[config.mk]
export PLATFORM = sky130hd
export DESIGN_NAME = pdm_decimator
export DESIGN_NICKNAME = d
export VERILOG_FILES = /design/src/rtl/pdm_decimator.sv
export SDC_FILE = /design/constraint.sdc
export NUM_CORES = 1
export LEC_CHECK = 0
export ABC_AREA = 0
export CAP_MARGIN = 40
export CORE_MARGIN = 2
export CORE_UTILIZATION = 40
export DETAILED_ROUTE_END_ITERATION = 16
export GPL_TIMING_DRIVEN = 0
export PLACE_DENSITY_LB_ADDON = 0.15
export SYNTH_ARGS = -nofsm -noshare
export SYNTH_HDL_FRONTEND = slang
export SYNTH_SLANG_ARGS = --single-unit
[constraint.sdc]
create_clock -name clk -period 3.7 [get_ports clk]
set_clock_uncertainty 0.15 [all_clocks]
set_input_delay 0.37 -clock clk [delete_from_list [all_inputs] [get_ports clk]]
set_output_delay 0.37 -clock clk [all_outputs]
set_load 0.02 [all_outputs]
[src/rtl/pdm_decimator.sv]
// PDM-to-PCM decimator: counts ones over a DECIM-sample window and emits one
// signed sample (2*ones - DECIM) per window through a valid/ready handshake.
module pdm_decimator #(
    parameter int unsigned DECIM = 64,
    parameter int unsigned CW    = $clog2(DECIM + 1)
) (
    input  logic        clk,
    input  logic        reset,
    input  logic        enable,
    input  logic        sample_en,
    input  logic        pdm_in,
    output logic [CW:0] pcm_data,
    output logic        pcm_valid,
    input  logic        pcm_ready,
    output logic        overrun,
    input  logic        clear_overrun
);

    localparam int unsigned SW = $clog2(DECIM);
    localparam int unsigned PW = CW + 1;

    logic [CW-1:0] ones_cnt;
    logic [SW-1:0] samp_cnt;

    logic          last_c;
    logic          win_done_c;
    logic          xfer_c;
    logic          ovr_set_c;
    logic [CW-1:0] total_c;
    logic [PW-1:0] pcm_next_c;

    // Window-complete detection, handshake events and the new sample value
    always_comb begin
        last_c     = (samp_cnt == SW'(DECIM - 1));
        win_done_c = enable && sample_en && last_c;
        xfer_c     = pcm_valid && pcm_ready;
        ovr_set_c  = win_done_c && pcm_valid && !pcm_ready;
        // final bit of the window is folded in before scaling
        total_c    = ones_cnt + CW'(pdm_in);
        pcm_next_c = {total_c, 1'b0} - PW'(DECIM);
    end

    // Sample and ones counters; disabled block restarts from an empty window
    always_ff @(posedge clk or posedge reset) begin
        if (reset) begin
            samp_cnt <= '0;
            ones_cnt <= '0;
        end else if (!enable) begin
            samp_cnt <= '0;
            ones_cnt <= '0;
        end else if (sample_en) begin
            if (last_c) begin
                samp_cnt <= '0;
                ones_cnt <= '0;
            end else begin
                samp_cnt <= samp_cnt + SW'(1);
                ones_cnt <= total_c;
            end
        end
    end

    // Output register: a completed window always loads, a transfer drops valid
    always_ff @(posedge clk or posedge reset) begin
        if (reset) begin
            pcm_data  <= '0;
            pcm_valid <= 1'b0;
        end else if (win_done_c) begin
            pcm_data  <= pcm_next_c;
            pcm_valid <= 1'b1;
        end else if (xfer_c) begin
            pcm_valid <= 1'b0;
        end
    end

    // Sticky overwrite flag; a new overwrite beats a same-edge clear
    always_ff @(posedge clk or posedge reset) begin
        if (reset) begin
            overrun <= 1'b0;
        end else if (ovr_set_c) begin
            overrun <= 1'b1;
        end else if (clear_overrun) begin
            overrun <= 1'b0;
        end
    end

endmodule

==> metrics.json, run 1 <==
{
  "run_status": {"value": "finished, violations left"},
  "violations": {"value": "DRC"},
  "placed_cell_area": {"value": 1400, "unit": "sq um"},
  "synth_seq_area_share": {"value": 46.0, "unit": "%"},
  "areaGrowthSynthToFinish": {"value": 20.1, "unit": "%"},
  "num_rows": {"value": 19},
  "place_hpwl": {"value": 1670, "unit": "um"},
  "maximum_number_of_pins_on_one_net_before_global_route_repair": {"value": 16},
  "setup_total_negative_slack": {"value": 0, "unit": "ns"},
  "synthesis.nets": {"value": 128},
  "maxClockFrequency": {"value": 489, "unit": "MHz"},
  "count_of_instances_resized_after_the_clock_tree_is_built": {"value": 0},
  "io_buffer_count": {"value": 15},
  "startpoint_type": {"value": "input pin"},
  "timing.rr.end": {"value": "pcm_data[7]$_DFFE_PP0P_"},
  "power.ir.vdd_worst": {"value": 0.108, "unit": "mV"},
  "clock_sinks": {"value": 22},
  "r2r.worst_path.cells": {"value": 7},
  "core_area": {"value": 2810, "unit": "sq um"},
  "post-cts-setup-buffer-count": {"value": 0},
  "antenna_violating_nets_post_route": {"value": 0},
  "yosys.cell_types.count": {"value": 34},
  "cts_hold_repair.buffers": {"value": 0},
  "htreeDepth": {"value": 1},
  "synth_commonest_cells": {"value": "dfrtp_1 (22), nand2_1 (13), o21ai_0 (8)"},
  "yosys-top-cells-area": {"value": "dfrtp_1 (46%), xnor2_1 (5.1%), nand2_1 (4.1%)"},
  "drv_slew": {"value": 0},
  "fin_crit": {"value": 2.04, "unit": "ns"},
  "grt_residual_overflow": {"value": 0},
  "cts_made_buffers": {"value": 3},
  "floorplan.die_area": {"value": 3440, "unit": "sq um"},
  "synth_top_area_cell": {"value": "dfrtp_1"},
  "cts.clk_slew.worst_paths": {"value": 0.13, "unit": "ns"},
  "synth.ff_latch_count": {"value": 22},
  "first_global_vias": {"value": 967},
  "r2r-start": {"value": "ones_cnt[0]$_DFFE_PP0P_"},
  "final.period_utilization": {"value": 55.2, "unit": "%"},
  "hold_class": {"value": "in -> async"},
  "clk-insertion-delay-late": {"value": 0.31, "unit": "ns"},
  "number_of_design_rule_violations_left_after_detail_routing": {"value": 3},
  "leakagePower": {"value": 0.000631, "unit": "uW"},
  "fillCellCount": {"value": 271},
  "reg2reg_setup_slack": {"value": 1.78, "unit": "ns"},
  "timing.final.setup_violations": {"value": 0},
  "ys_async_sr_fraction": {"value": 100, "unit": "%"},
  "syn_area_per_cell": {"value": 10.1, "unit": "sq um"},
  "first_pass_iters": {"value": 10},
  "io-pin-count": {"value": 17},
  "drt-initial-drc-count": {"value": 17},
  "cts_root_buffer": {"value": "clkbuf_4"},
  "mappedNetlistArea": {"value": 1200, "unit": "sq um"},
  "critical_path_arrival": {"value": 2.11, "unit": "ns"},
  "clock_tree.buffer_depth": {"value": 2},
  "initial_utilization": {"value": 42.6, "unit": "%"},
  "crit_path_start": {"value": "pdm_in"},
  "antenna_violations_before_repair": {"value": 0},
  "yosys_warnings": {"value": 0},
  "criticalPathCategory": {"value": "in -> reg"},
  "routed_via_density": {"value": 5.40},
  "drive_above_1_share": {"value": 13.0, "unit": "%"},
  "ys.flop_type": {"value": "dfrtp_1"},
  "detail_route.wl_per_cell": {"value": 13.5, "unit": "um"},
  "max_cap_viol_count": {"value": 0},
  "cts_tree": {"value": "built"},
  "synth_enable_flop_cells": {"value": 0},
  "antennaDiodeCount": {"value": 0},
  "setup_repair_after_global_routing_missed_its_margin": {"value": "no"},
  "die_h": {"value": 58.7, "unit": "um"},
  "p_per_cell_area": {"value": 291, "unit": "nW/um^2"},
  "fin_hold_ws": {"value": 0.156, "unit": "ns"},
  "design.final.nets": {"value": 149},
  "crit_path_max_fanout": {"value": 7},
  "grt_usage": {"value": 15.1, "unit": "%"},
  "route.final.wire_length": {"value": 2280, "unit": "um"},
  "timing.final.hold_violations": {"value": 0},
  "grt_first_pass_wirelength": {"value": 4040, "unit": "um"},
  "synthMostInstantiatedCell": {"value": "dfrtp_1"},
  "postLayoutCoreUtil": {"value": 51.2, "unit": "%"},
  "vias": {"value": 913},
  "required": {"value": 3.77, "unit": "ns"},
  "area_fraction_of_the_dominant_cell_type_after_synthesis": {"value": 46.0, "unit": "%"},
  "finalInstanceArea": {"value": 1440, "unit": "sq um"},
  "critical_path.endpoint_type": {"value": "flip-flop"},
  "die_x": {"value": 58.7, "unit": "um"},
  "place.gp.congestion": {"value": 0.801},
  "synthCells": {"value": 118}
}
[kinds of logic after synthesis]
group / share of synthesized area, %
simple gates: 23.7
compound gates: 15.1
flops: 46.0
xor+xnor: 5.13
buf+inv: 3.24
fa+ha+maj: 3.14
mux: 3.35
other cells: 0.314
[worst max path at each step]
stage | cells after the start | end | slack (ns)
after floorplan | 7 | pcm_data[7]$_DFFE_PP0P_ | 1.96
after global placement | 8 | pcm_data[7]$_DFFE_PP0P_ | 1.36
final | 8 | pcm_data[7]$_DFFE_PP0P_ | 1.66
after global routing | 8 | pcm_data[7]$_DFFE_PP0P_ | 1.57
after CTS | 8 | pcm_data[7]$_DFFE_PP0P_ | 1.66
after detailed placement | 8 | pcm_data[7]$_DFFE_PP0P_ | 1.33
[state kept, by name, summed over array words and instances, names as in the netlist]
register / count
pcm_data: 7
overrun: 1
pcm_valid: 1
ones_cnt: 7
samp_cnt: 6
[area by class of cell]
type | count | area, sq um | area share [%]
multi-input combinational | 89 | 607 | 42.2
sequential | 22 | 551 | 38.3
timing repair buffer | 16 | 165 | 11.5
tap | 31 | 38.8 | 2.70
clock buffer | 4 | 36.3 | 2.53
buffer | 5 | 31.3 | 2.18
inverter | 2 | 7.51 | 0.523
[report_power, final]
| group | total (uW) | switching, uW | internal, uW | leakage, uW |
|---|---|---|---|---|
| clock | 137 | 77.3 | 60.1 | 0.0000210 |
| sequential | 247 | 4.02 | 243 | 0.000305 |
| combinational | 33.6 | 17.6 | 16.1 | 0.000305 |
| total | 418 | 98.9 | 319 | 0.000631 |
[through the flow]
| step | std cells | worst slack (ns) | total power, uW |
|---|---|---|---|
| floorplan | 118 | 1.96 | 270 |
| global placement | 164 | 1.36 | 283 |
| detailed placement | 165 | 1.33 | 286 |
| CTS | 169 | 1.66 | 422 |
| global route | 169 | 1.57 | 436 |
| finish | 169 | 1.66 | 418 |
[metal layers]
layer  GRT usage, %  up-vias  part of all wire, %
met5              0        -                    0
met4           6.49        0                 0.83
met3           3.08        2                  3.7
met2           25.8       15                   47
met1           18.5      446                   48
li1               -      450                    -
[cells in the final DEF (no fill, tap or decap), drive strengths merged, types with 3 or more instances in the layout]
master / synthesis / final
clkbuf: 2 / 6
nand3: 8 / 8
clkdlybuf4s50: 0 / 15
nand2: 13 / 13
a21boi: 5 / 5
ha: 3 / 3
xnor2: 7 / 7
and2: 4 / 4
a22oi: 4 / 4
nand2b: 4 / 4
o21ai: 11 / 11
nor2b: 7 / 7
dfrtp: 22 / 22
and3: 6 / 6
buf: 3 / 4
[critical path: stages]
cell and delay, ns:
clkdlybuf4s50_1 0.46, ha_1 0.23, ha_1 0.33, and4b_1 0.23, a21oi_1 0.12, o22ai_1 0.11
xnor2_1 0.20, o21ai_2 0.07
Power figures use the tool's default switching activity.
==> inputs of run 2 (changes only) <==
- clock period: 3.7 -> 1.9 ns (I/O delays scaled with it)
==> run 2 against run 1 <==
  * The flow still finishes with violations (DRC)
  * Sequential share of layout area is 0.60 points lower
  * Register-to-register slack worse by 1.6 ns
  * Total power is 96% higher
  * Die area stayed put
  * Via count is 0.88% higher
  * Sequential power is 95% higher
  * Sequential cell count stayed put
  * Critical path depth is 1 lower
  * Routed wire length hardly changed
  * Global-route usage hardly changed
  * First-iteration DRC count is 12% higher
  * Largest power group unchanged
  * Highest routed layer unchanged
==> metrics.json, run 2 (synthesis results as in run 1) <==
{
  "design.final.nets": {"value": 150, "change": "+0.67%"},
  "most-common-layout-cells": {"value": "dfrtp_1 (21), clkdlybuf4s50_1 (15), nand2_1 (13)"},
  "place_hpwl": {"value": 1670, "unit": "um", "change": "unchanged"},
  "num_rows": {"value": 19, "change": "unchanged"},
  "biggestRegsByFlops": {"value": "ones_cnt x7, pcm_data x7, samp_cnt x6"},
  "required": {"value": 1.97, "unit": "ns", "change": "-1.80 ns"},
  "antenna_violations_before_repair": {"value": 0, "change": "unchanged"},
  "die_x": {"value": 58.7, "unit": "um", "change": "unchanged"},
  "io-pin-count": {"value": 17, "change": "unchanged"},
  "cts_tree": {"value": "built"},
  "antenna_violating_nets_post_route": {"value": 0, "change": "unchanged"},
  "die_h": {"value": 58.7, "unit": "um", "change": "unchanged"},
  "number_of_design_rule_violations_left_after_detail_routing": {"value": 3, "change": "unchanged"},
  "maxClockFrequency": {"value": 570, "unit": "MHz"},
  "setup_repair_after_global_routing_missed_its_margin": {"value": "no"},
  "clock_tree.buffer_depth": {"value": 2, "change": "unchanged"},
  "clock_sinks": {"value": 22, "change": "unchanged"},
  "r2r-start": {"value": "ones_cnt[0]$_DFFE_PP0P_"},
  "critical_path.endpoint_type": {"value": "flip-flop"},
  "setup_total_negative_slack": {"value": 0, "unit": "ns", "change": "unchanged"},
  "hold_class": {"value": "in -> reg"},
  "min_from": {"value": "clear_overrun"},
  "first_pass_iters": {"value": 10, "change": "unchanged"},
  "routed_via_density": {"value": 5.42, "change": "+0.28%"},
  "min_path_cells": {"value": 2},
  "crit_path_max_fanout": {"value": 7, "change": "unchanged"},
  "io_buffer_count": {"value": 15, "change": "unchanged"},
  "grt_residual_overflow": {"value": 0, "change": "unchanged"},
  "power.ir.vdd_worst": {"value": 0.212, "unit": "mV", "change": "+96%"},
  "areaGrowthSynthToFinish": {"value": 22.3, "unit": "%"},
  "cts_made_buffers": {"value": 3, "change": "unchanged"},
  "max_cap_viol_count": {"value": 0, "change": "unchanged"},
  "timing.final.hold_violations": {"value": 0, "change": "unchanged"},
  "area_taken_by_multi_input_logic_gates": {"value": 622, "unit": "sq um", "change": "+2.5%"},
  "route.final.wire_length": {"value": 2280, "unit": "um", "change": "about the same"},
  "core_area": {"value": 2810, "unit": "sq um", "change": "unchanged"},
  "leakagePower": {"value": 0.000629, "unit": "uW", "change": "-0.28%"},
  "finalPower": {"value": 821, "unit": "uW", "change": "+96%"},
  "run_status": {"value": "finished, violations left"},
  "regArea": {"value": 552, "unit": "sq um", "change": "+0.23%"},
  "layout_commonest_cell": {"value": "dfrtp_1"},
  "cts.clk_slew.worst_paths": {"value": 0.13, "unit": "ns", "change": "about the same"},
  "timing.rr.end": {"value": "pcm_data[7]$_DFFE_PP0P_"},
  "drv_slew": {"value": 0, "change": "unchanged"},
  "place.gp.congestion": {"value": 0.801, "change": "unchanged"},
  "r2r.worst_path.cells": {"value": 7, "change": "unchanged"},
  "cp_slowest_stage_delay": {"value": 0.41, "unit": "ns", "change": "-0.05 ns"},
  "grt_usage": {"value": 15.2, "unit": "%", "change": "+0.046 points"},
  "antennaDiodeCount": {"value": 0, "change": "unchanged"},
  "p_per_cell_area": {"value": 561, "unit": "nW/um^2", "change": "+93%"},
  "timing.final.setup_violations": {"value": 0, "change": "unchanged"},
  "htreeDepth": {"value": 1, "change": "unchanged"},
  "reg2reg_setup_slack": {"value": 0.14, "unit": "ns", "change": "-1.64 ns"},
  "violations": {"value": "DRC"},
  "timing.hold.worst_endpoint": {"value": "overrun$_DFFE_PP0P_"},
  "final.period_utilization": {"value": 92.4, "unit": "%"},
  "vias": {"value": 921, "change": "+0.88%"},
  "cts_root_buffer": {"value": "clkbuf_4"},
  "first_global_vias": {"value": 968, "change": "+0.10%"},
  "floorplan.die_area": {"value": 3440, "unit": "sq um", "change": "unchanged"},
  "critical_path_arrival": {"value": 1.83, "unit": "ns", "change": "-0.28 ns"},
  "drive_above_1_share": {"value": 15.1, "unit": "%", "change": "+2.1 points"},
  "initial_utilization": {"value": 42.6, "unit": "%", "change": "unchanged"},
  "detail_route.wl_per_cell": {"value": 13.4, "unit": "um", "change": "-0.63%"},
  "crit_path_cell_trace": {"value": "ha_2, ha_4, and4b_1, a21oi_1, o22ai_1, xnor2_1, o21ai_2"},
  "fin_hold_ws": {"value": 0.303, "unit": "ns", "change": "+0.147 ns"},
  "criticalPathCategory": {"value": "reg -> reg"},
  "grt_first_pass_wirelength": {"value": 4060, "unit": "um", "change": "+0.35%"},
  "maximum_number_of_pins_on_one_net_before_global_route_repair": {"value": 16, "change": "unchanged"},
  "fillCellCount": {"value": 269, "change": "-0.74%"},
  "startpoint_type": {"value": "flip-flop"},
  "drt-initial-drc-count": {"value": 19, "change": "+2"},
  "clk-insertion-delay-late": {"value": 0.32, "unit": "ns", "change": "about the same"},
  "crit_path_top_delay_cell": {"value": "dfrtp_1"},
  "fin_crit": {"value": 1.76, "unit": "ns"}
}
==> run 2: cell count changes in the layout (fill, tap and decap cells not counted) <==
cell           previous run  this run
dlygate4sd3_1             0         1
ha_4                      0         1
ha_1                      3         1
dfrtp_1                  22        21
dfrtp_2                   0         1
ha_2                      0         1
==> run 2: repair_timing <==
item                       4_1_cts  5_1_grt
resized for setup                1        3
cloned                           0        0
setup endpoints to repair        1        2
hold buffers                     1        0
setup buffers                    0        0
hold endpoints to repair         7        0
==> run 2: metal layers <==
layer	wire length, um	part of all wire [%]	global-route usage [%]	vias up
met4	39	1.7	6.49	0
li1	-	-	-	452
met5	0	0	0	-
met3	86	3.8	3.08	5
met1	1080	48	18.6	446
met2	1070	47	25.8	18
==> run 2: critical path: cells and delay by family, from the launching register on <==
| kind | cells | cell delay [ns] |
|---|---|---|
| AND/OR/NAND/NOR | 1 | 0.24 |
| adder cells (fa/ha/maj) | 2 | 0.41 |
| AO/OA/AOI/OAI | 3 | 0.28 |
| XOR/XNOR | 1 | 0.17 |
| flip-flops | 1 | 0.41 |
==> run 2: power by group <==
group / total, uW / internal, uW / switching [uW]
logic: 69.0 / 34.2 / 34.8
clock network: 270 / 117 / 153
registers: 482 / 474 / 8.23
==> run 2: how the worst max path moves through the flow <==
stage,from,end,slack [ns],cells past startpoint
after floorplan,ones_cnt[0]$_DFFE_PP0P_,pcm_data[7]$_DFFE_PP0P_,0.17,7
after detailed placement,pdm_in,pcm_data[7]$_DFFE_PP0P_,-0.29,8
final,ones_cnt[0]$_DFFE_PP0P_,pcm_data[7]$_DFFE_PP0P_,0.14,7
after global routing,samp_cnt[1]$_DFFE_PP0P_,ones_cnt[4]$_DFFE_PP0P_,0.03,5
after CTS,ones_cnt[0]$_DFFE_PP0P_,pcm_data[7]$_DFFE_PP0P_,0.05,7
after global placement,pdm_in,pcm_data[7]$_DFFE_PP0P_,-0.26,8
==> run 2: area by class of cell <==
| type | instances | area share, % |
|---|---|---|
| Inverter | 2 | 0.513 |
| Tap cell | 31 | 2.65 |
| Clock buffer | 4 | 2.48 |
| Sequential cell | 22 | 37.7 |
| Multi-Input combinational cell | 89 | 42.5 |
| Timing Repair Buffer | 17 | 12.0 |
| Buffer | 5 | 2.14 |
==> run 2: per-stage QoR <==
step           util (%)  setup WS (ns)  area (sq um)  std cells
6_report           52.1          0.145          1460        170
5_1_grt            52.1         0.0259          1460        170
4_1_cts            51.7         0.0538          1450        170
3_5_place_dp       49.9         -0.289          1400        165
3_3_place_gp       49.4         -0.255          1390        164
2_1_floorplan         -          0.171          1200        118
